<file path="src/rtl/fetch_sequencer.sv">
// Instruction fetch sequencer: one outstanding fetch, holds the fetched word for
// decode, and handles redirects, decode-side halts and imem ack timeouts.
module fetch_sequencer #(
  parameter int                   BUS_WIDTH    = 16,
  parameter logic [BUS_WIDTH-1:0] RESET_VECTOR = 16'h0000,
  parameter int                   ACK_TIMEOUT  = 15
) (
  input  logic                 clk,
  input  logic                 rst,
  input  logic [BUS_WIDTH-1:0] pc_in,
  output logic [BUS_WIDTH-1:0] pc_next,
  output logic                 imem_req,
  output logic [BUS_WIDTH-1:0] imem_addr,
  input  logic                 imem_ack,
  input  logic [BUS_WIDTH-1:0] imem_data,
  output logic [BUS_WIDTH-1:0] instr,
  output logic [BUS_WIDTH-1:0] instr_pc,
  output logic                 instr_valid,
  input  logic                 instr_ready,
  input  logic                 redirect_valid,
  input  logic [BUS_WIDTH-1:0] redirect_target,
  input  logic                 halt_req,
  input  logic                 resume,
  output logic                 halted,
  output logic                 fetch_err
);

  localparam int            CW        = (ACK_TIMEOUT > 1) ? $clog2(ACK_TIMEOUT + 1) : 1;
  localparam logic [CW-1:0] WAIT_LAST = CW'(ACK_TIMEOUT - 1);
  localparam logic [CW-1:0] WAIT_ONE  = CW'(1);
  localparam logic [CW-1:0] WAIT_ZERO = CW'(0);

  typedef enum logic [1:0] {
    S_REQ  = 2'd0,
    S_HOLD = 2'd1,
    S_HALT = 2'd2
  } state_t;

  state_t               r_state;
  logic [BUS_WIDTH-1:0] r_instr;
  logic [BUS_WIDTH-1:0] r_instr_pc;
  logic                 r_instr_valid;
  logic                 r_fetch_err;
  logic [CW-1:0]        r_wait;

  state_t               w_state_nxt;
  logic [BUS_WIDTH-1:0] w_instr_nxt;
  logic [BUS_WIDTH-1:0] w_instr_pc_nxt;
  logic                 w_instr_valid_nxt;
  logic                 w_fetch_err_nxt;
  logic [CW-1:0]        w_wait_nxt;
  logic [BUS_WIDTH-1:0] w_pc_next;

  // State register and held-instruction datapath
  always_ff @(posedge clk) begin
    if (!rst) begin
      r_state       <= S_REQ;
      r_instr       <= {BUS_WIDTH{1'b0}};
      r_instr_pc    <= {BUS_WIDTH{1'b0}};
      r_instr_valid <= 1'b0;
      r_fetch_err   <= 1'b0;
      r_wait        <= WAIT_ZERO;
    end else begin
      r_state       <= w_state_nxt;
      r_instr       <= w_instr_nxt;
      r_instr_pc    <= w_instr_pc_nxt;
      r_instr_valid <= w_instr_valid_nxt;
      r_fetch_err   <= w_fetch_err_nxt;
      r_wait        <= w_wait_nxt;
    end
  end

  // Next-state, next-datapath and PC selection; a redirect outranks ack, accept and halt
  always_comb begin
    w_state_nxt       = r_state;
    w_instr_nxt       = r_instr;
    w_instr_pc_nxt    = r_instr_pc;
    w_instr_valid_nxt = r_instr_valid;
    w_fetch_err_nxt   = r_fetch_err;
    w_wait_nxt        = r_wait;
    w_pc_next         = pc_in;
    case (r_state)
      S_REQ: begin
        if (redirect_valid) begin
          w_pc_next         = redirect_target;
          w_instr_valid_nxt = 1'b0;
          w_wait_nxt        = WAIT_ZERO;
          w_state_nxt       = S_REQ;
        end else if (imem_ack) begin
          w_instr_nxt       = imem_data;
          w_instr_pc_nxt    = pc_in;
          w_instr_valid_nxt = 1'b1;
          w_pc_next         = pc_in + BUS_WIDTH'(1);
          w_wait_nxt        = WAIT_ZERO;
          w_state_nxt       = S_HOLD;
        end else if (r_wait == WAIT_LAST) begin
          w_fetch_err_nxt = 1'b1;
          w_wait_nxt      = WAIT_ZERO;
          w_state_nxt     = S_HALT;
        end else begin
          w_wait_nxt = r_wait + WAIT_ONE;
        end
      end
      S_HOLD: begin
        w_wait_nxt = WAIT_ZERO;
        if (redirect_valid) begin
          w_pc_next         = redirect_target;
          w_instr_valid_nxt = 1'b0;
          w_state_nxt       = S_REQ;
        end else if (instr_ready) begin
          w_instr_valid_nxt = 1'b0;
          w_state_nxt       = halt_req ? S_HALT : S_REQ;
        end else begin
          w_state_nxt = S_HOLD;
        end
      end
      S_HALT: begin
        w_instr_valid_nxt = 1'b0;
        w_wait_nxt        = WAIT_ZERO;
        // A timed-out fetch stays parked until reset
        if (resume && !r_fetch_err) begin
          w_state_nxt = S_REQ;
        end else begin
          w_state_nxt = S_HALT;
        end
      end
      default: begin
        w_instr_valid_nxt = 1'b0;
        w_wait_nxt        = WAIT_ZERO;
        w_state_nxt       = S_REQ;
      end
    endcase
    if (!rst) begin
      w_pc_next = RESET_VECTOR;
    end else begin
      w_pc_next = w_pc_next;
    end
  end

  assign pc_next     = w_pc_next;
  assign imem_req    = (r_state == S_REQ);
  assign imem_addr   = pc_in;
  assign halted      = (r_state == S_HALT);
  assign instr       = r_instr;
  assign instr_pc    = r_instr_pc;
  assign instr_valid = r_instr_valid;
  assign fetch_err   = r_fetch_err;

endmodule

</file>
<file path="config.mk">
export PLATFORM = sky130hd
export DESIGN_NAME = fetch_sequencer
export DESIGN_NICKNAME = d
export VERILOG_FILES = /design/src/rtl/fetch_sequencer.sv
export SDC_FILE = /design/constraint.sdc
export NUM_CORES = 1
export LEC_CHECK = 0
export BUFFER_PORTS_ARGS = -buffer_cell sky130_fd_sc_hd__buf_4
export CORE_ASPECT_RATIO = 1.1
export CORE_MARGIN = 3
export CORE_UTILIZATION = 45
export DETAILED_ROUTE_END_ITERATION = 8
export GPL_TIMING_DRIVEN = 0
export PLACE_DENSITY_LB_ADDON = 0.08
export SLEW_MARGIN = 20
export SYNTH_ARGS = -nofsm -noshare
export SYNTH_HDL_FRONTEND = slang
export SYNTH_SLANG_ARGS = --single-unit
</file>
<file path="constraint.sdc">
create_clock -name clk -period 1.5 [get_ports clk]
set_input_delay 0.075 -clock clk [delete_from_list [all_inputs] [get_ports clk]]
set_output_delay 0.075 -clock clk [all_outputs]
set_load 0.02 [all_outputs]
</file>
==> results.ini, run 1 <==
[run_status]
outcome = complete, but fails checks
violations = negative setup slack

[sta]
relSlewSlack = 0.548
fmax_mhz = 540
finalHoldViolCount = 0
setup_viol = 48
fin_crit_ns = 1.85
worstMarginPinSlew_ns = 0.678
whs_ns = 0.0213
finalCritPeriodShare = 1.23
clock_skew_ns = 0.0105
finalWorstSetupSlack_ns = -0.352
maxSlewViolCount = 0
rsz0062_at_grt = yes

[worst_setup_path]
cp_max_fo = 6
cp-start-kind = register
crit_slowest_cell = dfxtp_4
setup.worst_path.class = register to output port
path_buf_inv = 5
r2r_slack_ns = -0.12
cp_common_cell = buf_4
required_ns = 1.42
cp.arrival_ns = 1.78
worstPathCellList = buf_4 -> buf_6 -> buf_6 -> a21oi_4 -> buf_4 -> nor2_1 -> nor3_1 -> buf_4
reg2reg_from = r_state[0]$_SDFFE_PN0P_
r2r_cells = 8
r2r-end = instr_pc[7]$_SDFFE_PN0P_
path_delay_family = buffers and inverters
endpoint_kind = output port
max_stage_delay_ns = 0.37

[clocking]
hold_buffers = 0
cts.path.max_buffers = 2
htree_levels = 2
root_buffer = clkbuf_8
cts_made_buffers = 5
cts_tree = built
path_clk_slew_ns = 0.09
clk_latency_ns = 0.30
cts.sinks = 40

[die]
fp.coreArea_um2 = 4810
die-area_um2 = 6080
die_w_um = 74.6
initial_core_util = 0.484
ioPinCount = 123
fp.dieH_um = 81.5
rows = 26

[routing]
top_layer_used = met4
viasPerCell = 5.86
wl_met2_mm = 4.83
drc = 0
drtAntennaViolNets = 0
post_drt_wl_per_cell_um = 18.4
routed_wl_mm = 9.52
route.layer.met1.wl_mm = 3.47
vias = 3043
drtIter0Drc = 322
drt_first_pass_iters = 4
met3WireLength_um = 953

[grt]
grt_pass1_vias = 2648
antenna_found_initial = 0
track_usage = 0.269
grt_first_pass_wirelength_mm = 12.7
grt-ovfl-total = 0
grt_max_degree = 15

[yosys]
ys.flop_type = dfxtp_1
synth-simple-area-share = 0.300
ys_ff_latch = 40
synthesis.area_um2 = 2330
synth_nets = 375
synth_top_area_cell = dfxtp_1
synth_fa_ha_area_frac = 0.0161
synth_compound_area_frac = 0.209
synth.distinct_cells = 53
synthArstFlopShare = 0
synth_xor_area_frac = 0.0150
synth_edf_count = 0
syn_avg_cell_area_um2 = 7.36
synth.area.top_cells = dfxtp_1 34%, nand2_1 13%, a21oi_1 9.7%
synth_top_area_share = 0.343
synth.area.mux_share = 0.0129
yosys_warnings = 0
synth_top_family_by_area = simple AND/OR/NAND/NOR gates
ys_seq_area_frac = 0.343
netlist_instances = 317

[final_layout]
layout.area.seq_um2 = 806
drive_above_1_share = 0.590
n_antenna_cell = 0
nFillCells = 263
syn_to_final_growth_pct = 79.6
final_cell_area_um2 = 4190
multiInputGateArea_um2 = 1760
nets = 520

[run]
cap_violations = 0

[power]
ir_worst_vdd_mv = 1.09
p_leak_uw = 0.00186
p_per_area_nw_per_um2 = 751
p_sw_frac = 0.331
combPwrFrac = 0.349
pwr-share-seq = 0.362
clkPwrFrac = 0.289
switching_power_uw = 1040
p_int_uw = 2100

[worst_hold_path]
min_to = instr[4]$_SDFFE_PN0P_
holdPathStages = 3
hp-class = primary input to register
min_from = imem_data[4]

[placement]
dpl_cell_area_um2 = 3370
portBuffers = 121
gp_congestion = 0.903
hpwl_mm = 5.75

==> through the flow <==
step | util | std cells | TNS (ns) | setup WS, ns | total power [uW]
2_1_floorplan | - | 317 | -0.0153 | -0.00831 | 1610
3_3_place_gp | 0.700 | 494 | -4.00 | -0.254 | 1980
3_5_place_dp | 0.700 | 494 | -4.28 | -0.233 | 1990
4_1_cts | 0.801 | 520 | -10.00 | -0.418 | 3020
5_1_grt | 0.870 | 519 | -9.24 | -0.429 | 3260
6_report | 0.870 | 519 | -6.74 | -0.352 | 3140
==> worst max-delay path by stage <==
| stage | cells past startpoint | end | from | slack, ns |
|---|---|---|---|---|
| floorplan | 5 | pc_next[11] | r_state[0]$_SDFFE_PN0P_ | -0.008 |
| global placement | 6 | pc_next[2] | rst | -0.25 |
| detailed placement | 6 | pc_next[2] | rst | -0.23 |
| CTS | 6 | pc_next[11] | r_state[0]$_SDFFE_PN0P_ | -0.42 |
| global route | 8 | pc_next[15] | r_state[0]$_SDFFE_PN0P_ | -0.43 |
| finish | 8 | pc_next[15] | r_state[0]$_SDFFE_PN0P_ | -0.35 |
==> metal layers <==
metal / global-route usage / vias to the layer above
met3: 0.0673 / 35
met5: 0 / -
met2: 0.454 / 197
met4: 0.0819 / 0
met1: 0.335 / 1422
li1: - / 1389
==> cells by family (layout without fill, tap and decap cells) <==
| kind of cell | count (synthesis) | after routing |
|---|---|---|
| DFF | 40 | 40 |
| AOI/OAI and AO/OA | 81 | 81 |
| and+or+nand+nor | 143 | 143 |
| adders and majority gates | 3 | 3 |
| muxes | 3 | 3 |
| xor gates and xnor gates | 4 | 4 |
| buffers and inverters | 43 | 189 |
==> worst min-delay path, cell delays in order <==
cell and delay [ns]:
buf_4 0.12, nand2_4 0.05, a21oi_2 0.04
==> flip-flops by register name, indices dropped and copies added, names as in the netlist <==
name         cells
instr_pc        16
r_wait           4
instr_valid      1
instr           16
fetch_err        1
r_state          2
==> cell usage in the layout (no fill, tap or decap), types with 3 or more instances in the layout <==
cell type and instances:
nand2_1 49, xor2_1 3, nor2_1 11, nand2b_1 6
buf_6 18, dfxtp_1 38, o221ai_1 5, buf_2 3
nand2_2 9, a31oi_1 3, nor2b_1 3, nand2_4 22
nand3_1 5, a22oi_1 3, a21oi_1 13, clkbuf_2 3
inv_1 4, mux2i_1 3, o21ai_0 5, clkbuf_1 4
buf_8 5, nand4_1 8, buf_4 141, clkbuf_8 6
a21oi_2 31, ha_1 3
==> timing repair <==
action,CTS,global route
cloned,3,0
setup buffers,15,4
resized for setup,74,102
endpoints found under the setup margin,48,55
pin swaps,25,61
==> cells in the mapped netlist (6+ instances only) <==
cell	n
nand3_1	6
buf_2	7
o21ai_0	6
buf_4	17
dfxtp_1	40
o221ai_1	7
nand2b_1	6
nor2_1	14
a21oi_1	45
nand4_1	8
clkbuf_1	11
nand2_1	80
==> layout make-up <==
cell class,count,share of cell area
clock inverter,3,0.0111
sequential,40,0.192
tap,56,0.0167
buffer,36,0.0687
inverter,5,0.00448
multi-input combinational,234,0.421
clock buffer,5,0.0164
timing repair buffer,140,0.269
==> power groups by stage <==
stage                     Sequential, uW  Combinational [uW]  Clock (uW)
after floorplan                     1210                 395           0
after global placement              1160                 822           0
after detailed placement            1160                 831           0
after CTS                           1140                 961         922
after global routing                1140                1160         963
final                               1140                1100         907
Note: power is estimated with default switching activity, not from simulation.
==> run 2, diff against run 1 <==
--- a/config.mk
+++ b/config.mk
@@ -8,7 +8,7 @@
 export BUFFER_PORTS_ARGS = -buffer_cell sky130_fd_sc_hd__buf_4
 export CORE_ASPECT_RATIO = 1.1
 export CORE_MARGIN = 3
-export CORE_UTILIZATION = 45
+export CORE_UTILIZATION = 49
 export DETAILED_ROUTE_END_ITERATION = 8
 export GPL_TIMING_DRIVEN = 0
 export PLACE_DENSITY_LB_ADDON = 0.08
==> constraint.sdc (replaced) <==
create_clock -name clk -period 2.2 [get_ports clk]
set_input_delay 0.11 -clock clk [delete_from_list [all_inputs] [get_ports clk]]
set_output_delay 0.11 -clock clk [all_outputs]
set_load 0.02 [all_outputs]
==> run 2 against run 1 <==
Effect of this change:
- the run now ends clean
- via count down 9.3%
- clock power fell by 49%
- combinational power fell by 49%
- non-clock buffer count decreased by 17
- routed wire length is 21% lower
- hold slack gained 0.040 ns
- sequential power down 32%
- register-to-register slack better by 0.60 ns
- critical endpoint is now pc_next[4]
- largest cell class unchanged
- largest power group unchanged
==> results.ini, run 2 (same netlist as run 1, synthesis figures left out) <==
[worst_hold_path]
holdPathStages = 3
hp-class = primary input to register

[sta]
finalHoldViolCount = 0
setup_viol = 0
fmax_mhz = 478
relSlewSlack = 0.662
maxSlewViolCount = 0
clock_skew_ns = 0.00757
finalCritPeriodShare = 0.952
rsz0062_at_grt = no
finalSetupTns_ns = 0
worstMarginPinSlew_ns = 0.502
fin_crit_ns = 2.09

[worst_setup_path]
path_buf_inv = 3
worstPathCellList = buf_2 -> nor3_2 -> clkbuf_1 -> nand2_1 -> o221ai_1 -> nor2_1 -> buf_4
cp_max_fo = 10
cp-start-kind = register
r2r_slack_ns = 0.48
path_delay_family = buffers and inverters
setup.worst_path.class = register to output port
r2r_cells = 6
max_stage_delay_ns = 0.35
cp_num_cells = 7
cp.arrival_ns = 1.98
crit_slowest_cell = nor3_2
required_ns = 2.09
endpoint_kind = output port

[final_layout]
final_common_cell = buf_4
layout_common_cells = 138 x buf_4, 80 x nand2_1, 44 x a21oi_1
nets = 503
final_cell_area_um2 = 3390
drive_above_1_share = 0.362
syn_to_final_growth_pct = 45.5
n_antenna_cell = 0
nFillCells = 367

[die]
fp.coreArea_um2 = 4440
ioPinCount = 123
rows = 25
die-area_um2 = 5620
initial_core_util = 0.525
fp.dieH_um = 78.4
die_w_um = 71.8

[placement]
dpl_cell_area_um2 = 3310
portBuffers = 121
gp_congestion = 0.893
hpwl_mm = 5.73

[routing]
drtIter0Drc = 241
routed_wl_mm = 7.50
drt_first_pass_iters = 4
vias = 2760
drtAntennaViolNets = 0
drc = 0
viasPerCell = 5.53
post_drt_wl_per_cell_um = 15.0
met3WireLength_um = 732
top_layer_used = met4
wl_met2_mm = 3.70
route.layer.met1.wl_mm = 2.98

[clocking]
htree_levels = 2
cts.path.max_buffers = 2
cts_made_buffers = 5
cts_tree = built
clk_latency_ns = 0.29
postCtsSetupBuffers = 0
path_clk_slew_ns = 0.08
cts.sinks = 40
root_buffer = clkbuf_8

[grt]
track_usage = 0.264
grt-ovfl-total = 0
antenna_found_initial = 0
grt_pass1_vias = 2588
grt_max_degree = 13
grt_first_pass_wirelength_mm = 12.0

[run_status]
outcome = completed

[run]
cap_violations = 0

[power]
ir_worst_vdd_mv = 0.479
p_leak_uw = 0.00151
p_per_area_nw_per_um2 = 530

==> run 2: cell types whose count changed in the layout (fill, tap and decap cells not counted), moves of 3 or more <==
cell and delta:
a21oi_1 +31, a21oi_2 -30, buf_2 +4, buf_4 -3, buf_6 -17, buf_8 -5
clkbuf_1 +7, nand2_1 +31, nand2_2 -9, nand2_4 -22, nor2_1 +3, nor3b_1 +3
==> run 2: timing repair <==
action	4_1_cts	5_1_grt
gates resized for setup	0	2
endpoints found under the setup margin	0	1
hold buffers	0	0
endpoints found under the hold margin	0	0
==> run 2: layout make-up <==
class / count / area, um^2 / area share
multi-input cells: 234 / 1290 / 0.381
inverters: 5 / 18.8 / 0.00553
flip-flops and latches: 40 / 801 / 0.236
clock inverters: 2 / 12.5 / 0.00369
well taps: 54 / 67.6 / 0.0199
repair buffers: 121 / 908 / 0.268
plain buffers: 38 / 224 / 0.0660
clock buffers: 5 / 68.8 / 0.0203
==> run 2: metrics by stage <==
| stage | hold WS (ns) | worst slack (ns) | std cells | power, uW | util |
|---|---|---|---|---|---|
| finish | 0.0617 | 0.107 | 499 | 1800 | 0.764 |
| global placement | 0.357 | 0.480 | 492 | 1340 | 0.745 |
| floorplan | 0.246 | 0.453 | 317 | 1080 | - |
| global route | 0.0581 | 0.0113 | 499 | 1890 | 0.764 |
| CTS | 0.0571 | 0.145 | 499 | 1810 | 0.763 |
| detailed placement | 0.367 | 0.470 | 492 | 1340 | 0.745 |
==> run 2: worst paths after layout <==
check / to / from
min: instr[9]$_SDFFE_PN0P_ / imem_data[9]
min reg2reg: instr[4]$_SDFFE_PN0P_ / instr[4]$_SDFFE_PN0P_
max reg2reg: instr_pc[4]$_SDFFE_PN0P_ / r_state[0]$_SDFFE_PN0P_
max: pc_next[4] / r_state[0]$_SDFFE_PN0P_
==> run 2: tightest hold or removal path, delay by kind of cell <==
kind | cells | cell delay, ns
buffers and inverters | 1 | 0.11
AO/OA/AOI/OAI | 1 | 0.05
AND/OR/NAND/NOR | 1 | 0.04
==> run 2: power by group <==
part	internal, uW	switching (uW)	total, uW	leakage [uW]
registers	756	16.8	773	0.000326
logic	245	315	560	0.00114
clock network	215	250	465	0.0000400
total	1220	582	1800	0.00151
==> run 2: routing by layer <==
| metal | up-vias | GRT usage |
|---|---|---|
| li1 | 1355 | - |
| met1 | 1264 | 0.329 |
| met2 | 127 | 0.449 |
| met3 | 14 | 0.0615 |
| met4 | 0 | 0.0808 |
| met5 | - | 0 |
==> run 3, diff against run 2 <==
--- a/config.mk
+++ b/config.mk
@@ -5,11 +5,13 @@
 export SDC_FILE = /design/constraint.sdc
 export NUM_CORES = 1
 export LEC_CHECK = 0
+export ABC_AREA = 1
 export BUFFER_PORTS_ARGS = -buffer_cell sky130_fd_sc_hd__buf_4
 export CORE_ASPECT_RATIO = 1.1
-export CORE_MARGIN = 3
-export CORE_UTILIZATION = 49
+export CORE_MARGIN = 1.5
+export CORE_UTILIZATION = 50
 export DETAILED_ROUTE_END_ITERATION = 8
+export GPL_ROUTABILITY_DRIVEN = 0
 export GPL_TIMING_DRIVEN = 0
 export PLACE_DENSITY_LB_ADDON = 0.08
 export SLEW_MARGIN = 20
==> run 3 against run 2 <==
Effect of this change:
- largest power group unchanged
- cell area up 4.1%
- routed wire length is 0.85% higher
- critical path depth down 2
- sequential share of layout area down 0.94 points
- synthesized cell count up 17%
- clock skew fell by 0.0038 ns
- largest cell class unchanged
- sequential power up 3.1%
- core utilization decreased by 1.5 points
==> results.ini, run 3 <==
[yosys]
ys.flop_type = dfxtp_1
yosys_warnings = 0
synth_nets = 429
synth_top_area_cell = dfxtp_1
syn_avg_cell_area_um2 = 6.66
netlist_instances = 371
synth.area.top_cells = dfxtp_1 32%, nor2_1 15%, o21ai_0 6.9%
synth_common_cells = 96 x nor2_1, 40 x dfxtp_1, 38 x nand2_1, 34 x o21ai_0, 26 x inv_1
ys_ff_latch = 40
ys_seq_area_frac = 0.324
synthArstFlopShare = 0
synthesis.area_um2 = 2470
synth.distinct_cells = 32
synth_top_area_share = 0.324
synth_edf_count = 0
synth.most_common_cell = nor2_1

[final_layout]
fin_util = 0.749
nFillCells = 405
final_cell_area_um2 = 3530
drive_above_1_share = 0.339
nets = 557
n_antenna_cell = 0
layout_common_cells = 140 x buf_4, 96 x nor2_1, 40 x dfxtp_1
syn_to_final_growth_pct = 43.0
final_common_cell = buf_4

[worst_setup_path]
cp_num_cells = 5
startpoint = r_state[1]$_SDFFE_PN0P_
cp_max_fo = 9
path_delay_family = simple AND/OR/NAND/NOR gates
r2r-end = instr_pc[8]$_SDFFE_PN0P_
reg2reg_from = r_state[0]$_SDFFE_PN0P_
worstPathCellList = clkinv_1 -> nand2_2 -> nor3_1 -> nor4_1 -> buf_4
path_buf_inv = 2
crit_slowest_cell = dfxtp_1
max_stage_delay_ns = 0.45
r2r_cells = 8
endpoint = pc_next[0]
endpoint_kind = output port
setup.worst_path.class = register to output port
r2r_slack_ns = 0.70
cp-start-kind = register
cp.arrival_ns = 1.90
required_ns = 2.09

[routing]
drtAntennaViolNets = 0
post_drt_wl_per_cell_um = 13.6
drtIter0Drc = 121
drt_first_pass_iters = 4
vias = 2993
viasPerCell = 5.39
routed_wl_mm = 7.56
drc = 0

[clocking]
root_buffer = clkbuf_8
hold_buffers = 0
cts.path.max_buffers = 2
cts_tree = built
htree_levels = 2
clk_latency_ns = 0.29
cts.sinks = 40
cts_made_buffers = 5
path_clk_slew_ns = 0.08
postCtsSetupBuffers = 0

[worst_hold_path]
holdPathStages = 3
hp-class = primary input to register

[die]
initial_core_util = 0.524
ioPinCount = 123
die_w_um = 70.0
fp.dieH_um = 76.8
rows = 26
die-area_um2 = 5380
fp.coreArea_um2 = 4720

[placement]
portBuffers = 121
dpl_cell_area_um2 = 3450
place_ws_ns = 0.462
hpwl_mm = 5.85

[sta]
finalHoldViolCount = 0
finalWorstSetupSlack_ns = 0.188
rsz0062_at_grt = no
fin_crit_ns = 2.01
whs_ns = 0.0706
finalCritPeriodShare = 0.915
clock_skew_ns = 0.00379
worstMarginPinSlew_ns = 0.582
fmax_mhz = 497
relSlewSlack = 0.612
finalSetupTns_ns = 0
setup_viol = 0
maxSlewViolCount = 0

[grt]
grt_pass1_vias = 2795
grt_first_pass_wirelength_mm = 12.3
grt_max_degree = 13
grt-ovfl-total = 0
antenna_found_initial = 0
track_usage = 0.276

[run_status]
outcome = completed

[run]
cap_violations = 0

[power]
p_per_area_nw_per_um2 = 544
p_leak_uw = 0.00170
ir_worst_vdd_mv = 0.330

[run 3: cell types whose count changed in the layout (fill, tap and decap cells not counted), sizes merged, moves of 5 or more]
cell	change
o21ai	+33
inv	+22
nand2b	-6
nor2	+87
o221ai	+5
nand3	+15
nand2	-38
a21oi	-19
nand4	-6
[run 3: cell families (layout without fill, tap and decap cells)]
group / after synthesis / count (layout) / share of synthesized area
AOI/OAI and AO/OA: 85 / 85 / 0.201
DFF: 40 / 40 / 0.324
and+or+nand+nor: 176 / 176 / 0.310
buffers and inverters: 63 / 191 / 0.136
xor gates and xnor gates: 4 / 4 / 0.0142
adders and majority gates: 3 / 3 / 0.0152
[run 3: worst min-delay path by stage]
stage | end | startpoint | slack [ns]
3_3_place_gp | instr[1]$_SDFFE_PN0P_ | imem_data[1] | 0.36
5_1_grt | instr[0]$_SDFFE_PN0P_ | imem_data[0] | 0.08
2_1_floorplan | instr_pc[0]$_SDFFE_PN0P_ | pc_in[0] | 0.26
4_1_cts | instr[1]$_SDFFE_PN0P_ | imem_data[1] | 0.06
6_report | instr[1]$_SDFFE_PN0P_ | imem_data[1] | 0.07
3_5_place_dp | instr[14]$_SDFFE_PN0P_ | imem_data[14] | 0.37
[run 3: per-layer routing]
metal,GRT usage,routed length [um],up-vias
met5,0,0,-
met4,0.113,161,0
met3,0.0539,689,16
met2,0.471,3590,160
met1,0.337,3120,1342
li1,-,-,1475
[run 3: worst reg2reg max path, stage by stage (launching register included)]
cell,delay [ns]
dfxtp_1,0.32
buf_6,0.13
nor2_4,0.15
inv_2,0.09
nor2_4,0.14
nand2_4,0.11
clkbuf_1,0.22
o21ai_0,0.20
nor2_1,0.05
[run 3: stage by stage]
step / cells / power, uW
global route: 555 / 2010
CTS: 555 / 1930
finish: 555 / 1920
detailed placement: 548 / 1470
global placement: 548 / 1450
floorplan: 371 / 1180
[run 3: area by class of cell]
| cell class | count | area [um^2] | share of cell area |
|---|---|---|---|
| multi-input combinational | 268 | 1340 | 0.379 |
| buffer | 34 | 225 | 0.0637 |
| sequential | 40 | 801 | 0.227 |
| inverter | 29 | 110 | 0.0312 |
| clock inverter | 2 | 12.5 | 0.00354 |
| clock buffer | 5 | 68.8 | 0.0195 |
| timing repair buffer | 121 | 908 | 0.257 |
| tap | 56 | 70.1 | 0.0198 |
[run 3: report_power, final]
part	internal (uW)	leakage, uW	total [uW]	switching [uW]
Combinational	285	0.00133	657	372
Clock	215	0.0000400	469	254
Sequential	771	0.000328	797	25.7
Total	1270	0.00170	1920	652
[run 3: timing repair]
action                                  in CTS  in global routing
hold endpoints to repair                     0                  0
endpoints found under the setup margin       0                  1
resized for setup                            0                  1
